## src/rtl/sw_conditioner.sv

```systemverilog
// -----------------------------------------------------------------------------
// sw_conditioner
//
// Front end for the LED up/down counter stage.
// - Every raw slide switch passes through a two-flop synchroniser.
// - Each synchronised bit is then debounced on its own, giving a clean level
//   plus one-cycle rise and fall pulses.
// - A free-running prescaler generates a slow one-cycle count-enable tick.
// All outputs are registered in the clk domain.
//
// Parameters:
//   NSW         number of switches conditioned
//   DEB_CYCLES  consecutive differing cycles before the clean level follows (>= 1)
//   TICK_DIV    tick period in clk cycles (>= 2)
//
// Ports:
//   clk       in   system clock, rising edge
//   rst_n     in   asynchronous active-low reset
//   sw_raw    in   raw asynchronous switch levels [NSW]
//   sw_clean  out  debounced switch levels [NSW]
//   sw_rise   out  one-cycle pulse on a clean 0->1 change [NSW]
//   sw_fall   out  one-cycle pulse on a clean 1->0 change [NSW]
//   tick      out  one-cycle count enable, one per TICK_DIV cycles
//
// Optional build macro: SW_CONDITIONER_TICK_RESTART_EN
//   When defined, any rise or fall pulse restarts the prescaler and masks the
//   tick in that cycle. The first count after a switch change therefore
//   always waits a full period.
// -----------------------------------------------------------------------------
module sw_conditioner #(
   parameter int NSW        = 3,
   parameter int DEB_CYCLES = 500000,
   parameter int TICK_DIV   = 25000000
) (
   input  logic           clk,
   input  logic           rst_n,
   input  logic [NSW-1:0] sw_raw,
   output logic [NSW-1:0] sw_clean,
   output logic [NSW-1:0] sw_rise,
   output logic [NSW-1:0] sw_fall,
   output logic           tick
);

   localparam int CW = $clog2(DEB_CYCLES + 1);
   localparam int PW = $clog2(TICK_DIV);
   localparam logic [CW-1:0] DEB_LAST  = CW'(DEB_CYCLES - 1);
   localparam logic [PW-1:0] PCNT_LAST = PW'(TICK_DIV - 1);

   logic [NSW-1:0] s1_q, s2_q;
   logic [NSW-1:0] clean_q, clean_d;
   logic [NSW-1:0] rise_q, rise_d;
   logic [NSW-1:0] fall_q, fall_d;
   logic [CW-1:0]  cnt_q [NSW];
   logic [CW-1:0]  cnt_d [NSW];
   logic [PW-1:0]  pcnt_q, pcnt_d;
   logic           tick_q, tick_d;

   // Per-bit debounce.
   // - The counter only runs while the synchronised level disagrees with the
   //   clean level.
   // - Any agreement clears the counter, so a short glitch leaves no trace.
   // - On the final count the clean level flips and its pulse fires.
   always_comb begin
      clean_d = clean_q;
      rise_d  = '0;
      fall_d  = '0;
      for (int i = 0; i < NSW; i++) begin
         cnt_d[i] = '0;
         if (s2_q[i] != clean_q[i]) begin
            if (cnt_q[i] == DEB_LAST) begin
               clean_d[i] = s2_q[i];
               rise_d[i]  = s2_q[i];
               fall_d[i]  = ~s2_q[i];
            end else begin
               cnt_d[i] = cnt_q[i] + CW'(1);
            end
         end
      end
   end

   // Prescaler: the tick is registered from the terminal count. The first
   // tick therefore appears after the TICK_DIV-th edge following reset.
   always_comb begin
      pcnt_d = (pcnt_q == PCNT_LAST) ? '0 : pcnt_q + PW'(1);
      tick_d = (pcnt_q == PCNT_LAST);
`ifdef SW_CONDITIONER_TICK_RESTART_EN
      if (|{rise_d, fall_d}) begin
         pcnt_d = '0;
         tick_d = 1'b0;
      end
`else
`endif
   end

   always_ff @(posedge clk or negedge rst_n) begin
      if (!rst_n) begin
         s1_q    <= '0;
         s2_q    <= '0;
         clean_q <= '0;
         rise_q  <= '0;
         fall_q  <= '0;
         pcnt_q  <= '0;
         tick_q  <= 1'b0;
         for (int i = 0; i < NSW; i++) begin
            cnt_q[i] <= '0;
         end
      end else begin
         s1_q    <= sw_raw;
         s2_q    <= s1_q;
         clean_q <= clean_d;
         rise_q  <= rise_d;
         fall_q  <= fall_d;
         pcnt_q  <= pcnt_d;
         tick_q  <= tick_d;
         for (int i = 0; i < NSW; i++) begin
            cnt_q[i] <= cnt_d[i];
         end
      end
   end

   assign sw_clean = clean_q;
   assign sw_rise  = rise_q;
   assign sw_fall  = fall_q;
   assign tick     = tick_q;

endmodule

```

## config.mk

```make
export PLATFORM = sky130hd
export DESIGN_NAME = sw_conditioner
export DESIGN_NICKNAME = d
export VERILOG_FILES = /design/src/rtl/sw_conditioner.sv
export SDC_FILE = /design/constraint.sdc
export NUM_CORES = 1
export LEC_CHECK = 0
export CAP_MARGIN = 20
export CORE_MARGIN = 2
export CORE_UTILIZATION = 50
export CTS_CLUSTER_SIZE = 8
export DETAILED_ROUTE_END_ITERATION = 16
export MAX_ROUTING_LAYER = met4
export PLACE_DENSITY_LB_ADDON = 0.25
export REMOVE_ABC_BUFFERS = 1
export SYNTH_ARGS = -nofsm -noshare
export SYNTH_HDL_FRONTEND = slang
export SYNTH_SLANG_ARGS = --single-unit
```

## constraint.sdc

```tcl
create_clock -name clk -period 5.7 [get_ports clk]
set_clock_uncertainty 0.2 [all_clocks]
set_input_delay 1.14 -clock clk [delete_from_list [all_inputs] [get_ports clk]]
set_output_delay 1.14 -clock clk [all_outputs]
set_load 0.1 [all_outputs]
```

Word-level counts from Yosys, hierarchy flattened
Cells that the tools add are included.
{"block": "totals", "elab_cells": 48, "inputBits": 5, "output_inout_bits": 10, "regBits": 98}
{"block": "op_classes", "n_mux": 19, "add_sub_neg": 4, "eq_ne": 7, "n_reduce_logical": 3, "bitwise_logic": 3}
{"op": "19-bit two-way mux", "count": 6}
{"op": "19-bit by 1-bit adder with 19-bit output (second input constant)", "count": 3}
{"op": "19-bit == test (second input constant)", "count": 3}
{"op": "25-bit by 1-bit adder with 25-bit output (second input constant)", "count": 1}
{"op": "25-bit == test (second input constant)", "count": 1}
{"op": "25-bit two-way mux", "count": 1}
{"op": "1-bit two-way mux", "count": 12}
{"op": "2-bit AND reduction", "count": 3}
{"op": "1-bit != test", "count": 3}
{"op": "1-bit inverter", "count": 3}

Depth between registers and ports, before layout
{"block": "logic_depth", "word_depth": 3, "ltp_mapped": 7, "ltp_nobuf": 5}

Least setup slack after synthesis
No wires, ideal clock.
{"block": "synth_path", "kind": "reg2out", "from": "register clean_q[0], in the netlist sw_clean[0]", "to": "output port sw_clean[0]", "arrival_ps": 945, "required_time_ps": 4360, "setup_slack_ps": 3415, "n_path_buf": 0, "path_stages_with_launch": 1, "path_cell_list": "dfrtp_1"}
{"element": "from (decl)", "line": "50", "rtl": "logic [NSW-1:0] clean_q, clean_d;"}
{"element": "from (signal assigned)", "line": "110", "rtl": "clean_q <= clean_d;"}
{"element": "to (decl)", "line": "38", "rtl": "output logic [NSW-1:0] sw_clean,"}
No word-level cell between the ends.

Worst setup path after layout
{"block": "layout_path", "from": "register clean_q[0], in the netlist sw_clean[0]", "to": "output port sw_clean[0]"}
No word-level cell between the ends.

==> results.md <==
* H-Tree Level Count at 3
* Area growth from synthesis to layout at 9.81%
* Pin count of the biggest net entering global routing at 53
* Slowest CP cell: clkdlybuf4s50_1
* Max Cap Viol at 0
* Final setup margin at 2.41 ns
* Critical Path End Type: primary output
* Final GP Congestion at 0.857
* Top delay family on crit path: buffers and inverters
* Cells after synthesis at 445
* WL per Instance at 14.6 um
* Yosys top cell by area: dfrtp_1
* TritonRoute pass-1 iters at 4
* Post-DP HPWL at 5750 um
* Final slew viol count at 0
* Max transition margin at 34.6%
* DP Worst Slack at 2.81 ns
* Die Area at 9960 um2
* IO buf count at 14
* Nets at 476
* Startpoint Class: flop
* Root buffer cell: clkbuf_8
* Largest cells by area after synthesis: dfrtp_1 (53%), xnor2_1 (6.1%), xor2_1 (5.0%), nor2_1 (4.3%), nand3_1 (3.2%)
* Worst slew pin tran at 0.977 ns
* CP required at 4.36 ns
* Hold-fix buffers, CTS at 0
* Clock Latency Late Sink at 0.36 ns
* I/O pin count at 15
* Fill cells at 800
* HP Start: s1_q[1]$_DFF_PN0_
* Crit path buffers/inverters at 1
* Mean post-synth cell area at 10.3 um2
* Hold Path End: s2_q[1]$_DFF_PN0_
* Top_reg_cell synth: dfrtp_1
* Largest fanout on the critical path at 5
* Critical path type: reg -> out
* R2R depth at 5
* Post-Route WL at 8460 um
* Post-route clock period utilization at 57.6%
* Vias in the first global route at 3186
* Hold Crit Class: reg -> reg
* Std cell rows at 34
* Status: finished clean
* Power Dens Cells at 230 nW/um2
* Num CTS Buffers at 9
* Leak at 2.03 nW
* Commonest non-fill, non-tap cells in the layout: dfrtp_1 (98), nor2_1 (53), xnor2_1 (32)
* Via count at 3333
* Horiz. Die Dim at 99.8 um
* Multi-input gate area at 2070 um2
* Initial core utilization at 52.1%
* Distinct cells, synth at 38
* Seq/Total Area, Yosys at 53.4%
* Post-synth ARST share at 100%
* Post-CTS setup buffer count at 0
* Vias per inst at 5.77
* Global Route Usage Sum at 19.2%
* CTS tree: yes
* Synth top area share at 53.4%
* Critical path data arrival time at 1.95 ns
* Clk buf depth at 2
* CTS resizes at 0
* TNS Setup at 0 ns
* Crit Reg-Reg Endpoint: pcnt_q[14]$_DFF_PN0_
* Core area at 8810 um2
* Layout cells sized above 1 at 7.23%
* Final ANT Viol Nets at 0
* Final core occ at 57.2%
* IR drop worst, VDD at 0.160 mV
* Final setup viols at 0
* Largest stage delay on the critical path at 1.16 ns
* Sequential Area at 2450 um2
* Critical R2R Launch: pcnt_q[0]$_DFF_PN0_
* Cell Chain, Critical Path: clkdlybuf4s50_1
* Clock Sink Count at 98
* Post-synth EDFFs at 0
* Max Clk Rate at 0.304 GHz
* Worst hold path depth at 0
* Minimum clock period at 3.29 ns
* First-pass GRT wire length at 14900 um
* Yosys reg bits at 98
* Die extent in y at 99.8 um
* Iteration-0 DRC Markers at 135
* # diodes at 0
* Yosys warning count at 0
* Total grt overflow at 0
* Reg2Reg Setup Slack at 3.30 ns
* Unrepaired setup endpoints after global routing: false
* Final Hold Viols at 0
* Post-Synthesis Cell Area at 4590 um2
* Initial antenna violation count at 0
* Most common cell after layout, fill and taps aside: dfrtp_1
* Clock Pin Slew Worst Setup and Hold Paths at 0.09 ns
* Residual DRC count at 0
[synthesized netlist by cell type, drive strengths merged, types with 7 or more instances]
cell,n
and4,8
nor3b,9
or3,15
or4,9
nand4,25
xnor2,32
xor2,26
nor2,53
nor4,19
a21oi,18
and3,7
inv,7
nor3,11
nand2,29
dfrtp,98
nand3,29
o21ai,17
[state kept, by name, summed over array words and instances (netlist names)]
signal,flops
cnt_q,57
pcnt_q,25
s1_q,3
s2_q,3
sw_clean,3
sw_fall,3
sw_rise,3
tick,1
[power by group]
group	leakage [nW]	switching [mW]	internal, mW	total (mW)
logic	0.604	0.0249	0.0104	0.0353
clock network	0.0918	0.220	0.196	0.416
registers	1.33	0.00808	0.702	0.710
total	2.03	0.253	0.908	1.16
[metal layers]
layer  wire (um)  global-route usage [%]  vias up
met1        4150                    26.1     1616
li1            -                       -     1645
met2        3910                    28.8       62
met5           0                       -        -
met3         278                    3.76       10
met4         116                    7.06        0
[layout make-up]
| cell class | count | share of cell area [%] |
|---|---|---|
| Clock inverter | 4 | 0.894 |
| Tap cell | 108 | 2.68 |
| Clock buffer | 10 | 2.53 |
| Sequential cell | 98 | 48.6 |
| Multi-Input combinational cell | 332 | 41.1 |
| Inverter | 7 | 0.521 |
| Timing Repair Buffer | 19 | 3.62 |
[logic make-up after synthesis]
family	Yosys count	share of synthesized area [%]
AOI/OAI and AO/OA	41	5.02
xor gates and xnor gates	58	11.1
DFF	98	53.4
adders and majority gates	4	1.09
buffers and inverters	15	1.44
muxes	3	0.736
and+or+nand+nor	226	27.2
[per-stage QoR]
| step | instances | hold slack [ns] | power (mW) | area [um2] |
|---|---|---|---|---|
| floorplan | 437 | 0.131 | 0.735 | 4550 |
| global placement | 561 | 0.140 | 0.757 | 4840 |
| detailed placement | 563 | 0.151 | 0.760 | 4860 |
| CTS | 577 | 0.166 | 1.18 | 5030 |
| global route | 578 | 0.180 | 1.21 | 5040 |
| finish | 578 | 0.160 | 1.16 | 5040 |
[worst max path at each step]
stage	from	to	slack [ns]	cells after the start
floorplan	sw_clean[0]$_DFFE_PN0P_	sw_clean[0]	3.42	0
global placement	sw_clean[1]$_DFFE_PN0P_	sw_clean[1]	2.83	1
detailed placement	sw_clean[0]$_DFFE_PN0P_	sw_clean[0]	2.81	1
CTS	sw_clean[0]$_DFFE_PN0P_	sw_clean[0]	2.40	1
global route	sw_clean[2]$_DFFE_PN0P_	sw_clean[2]	2.37	1
finish	sw_clean[0]$_DFFE_PN0P_	sw_clean[0]	2.41	1
No activity file was read; power rests on OpenSTA's default activity.
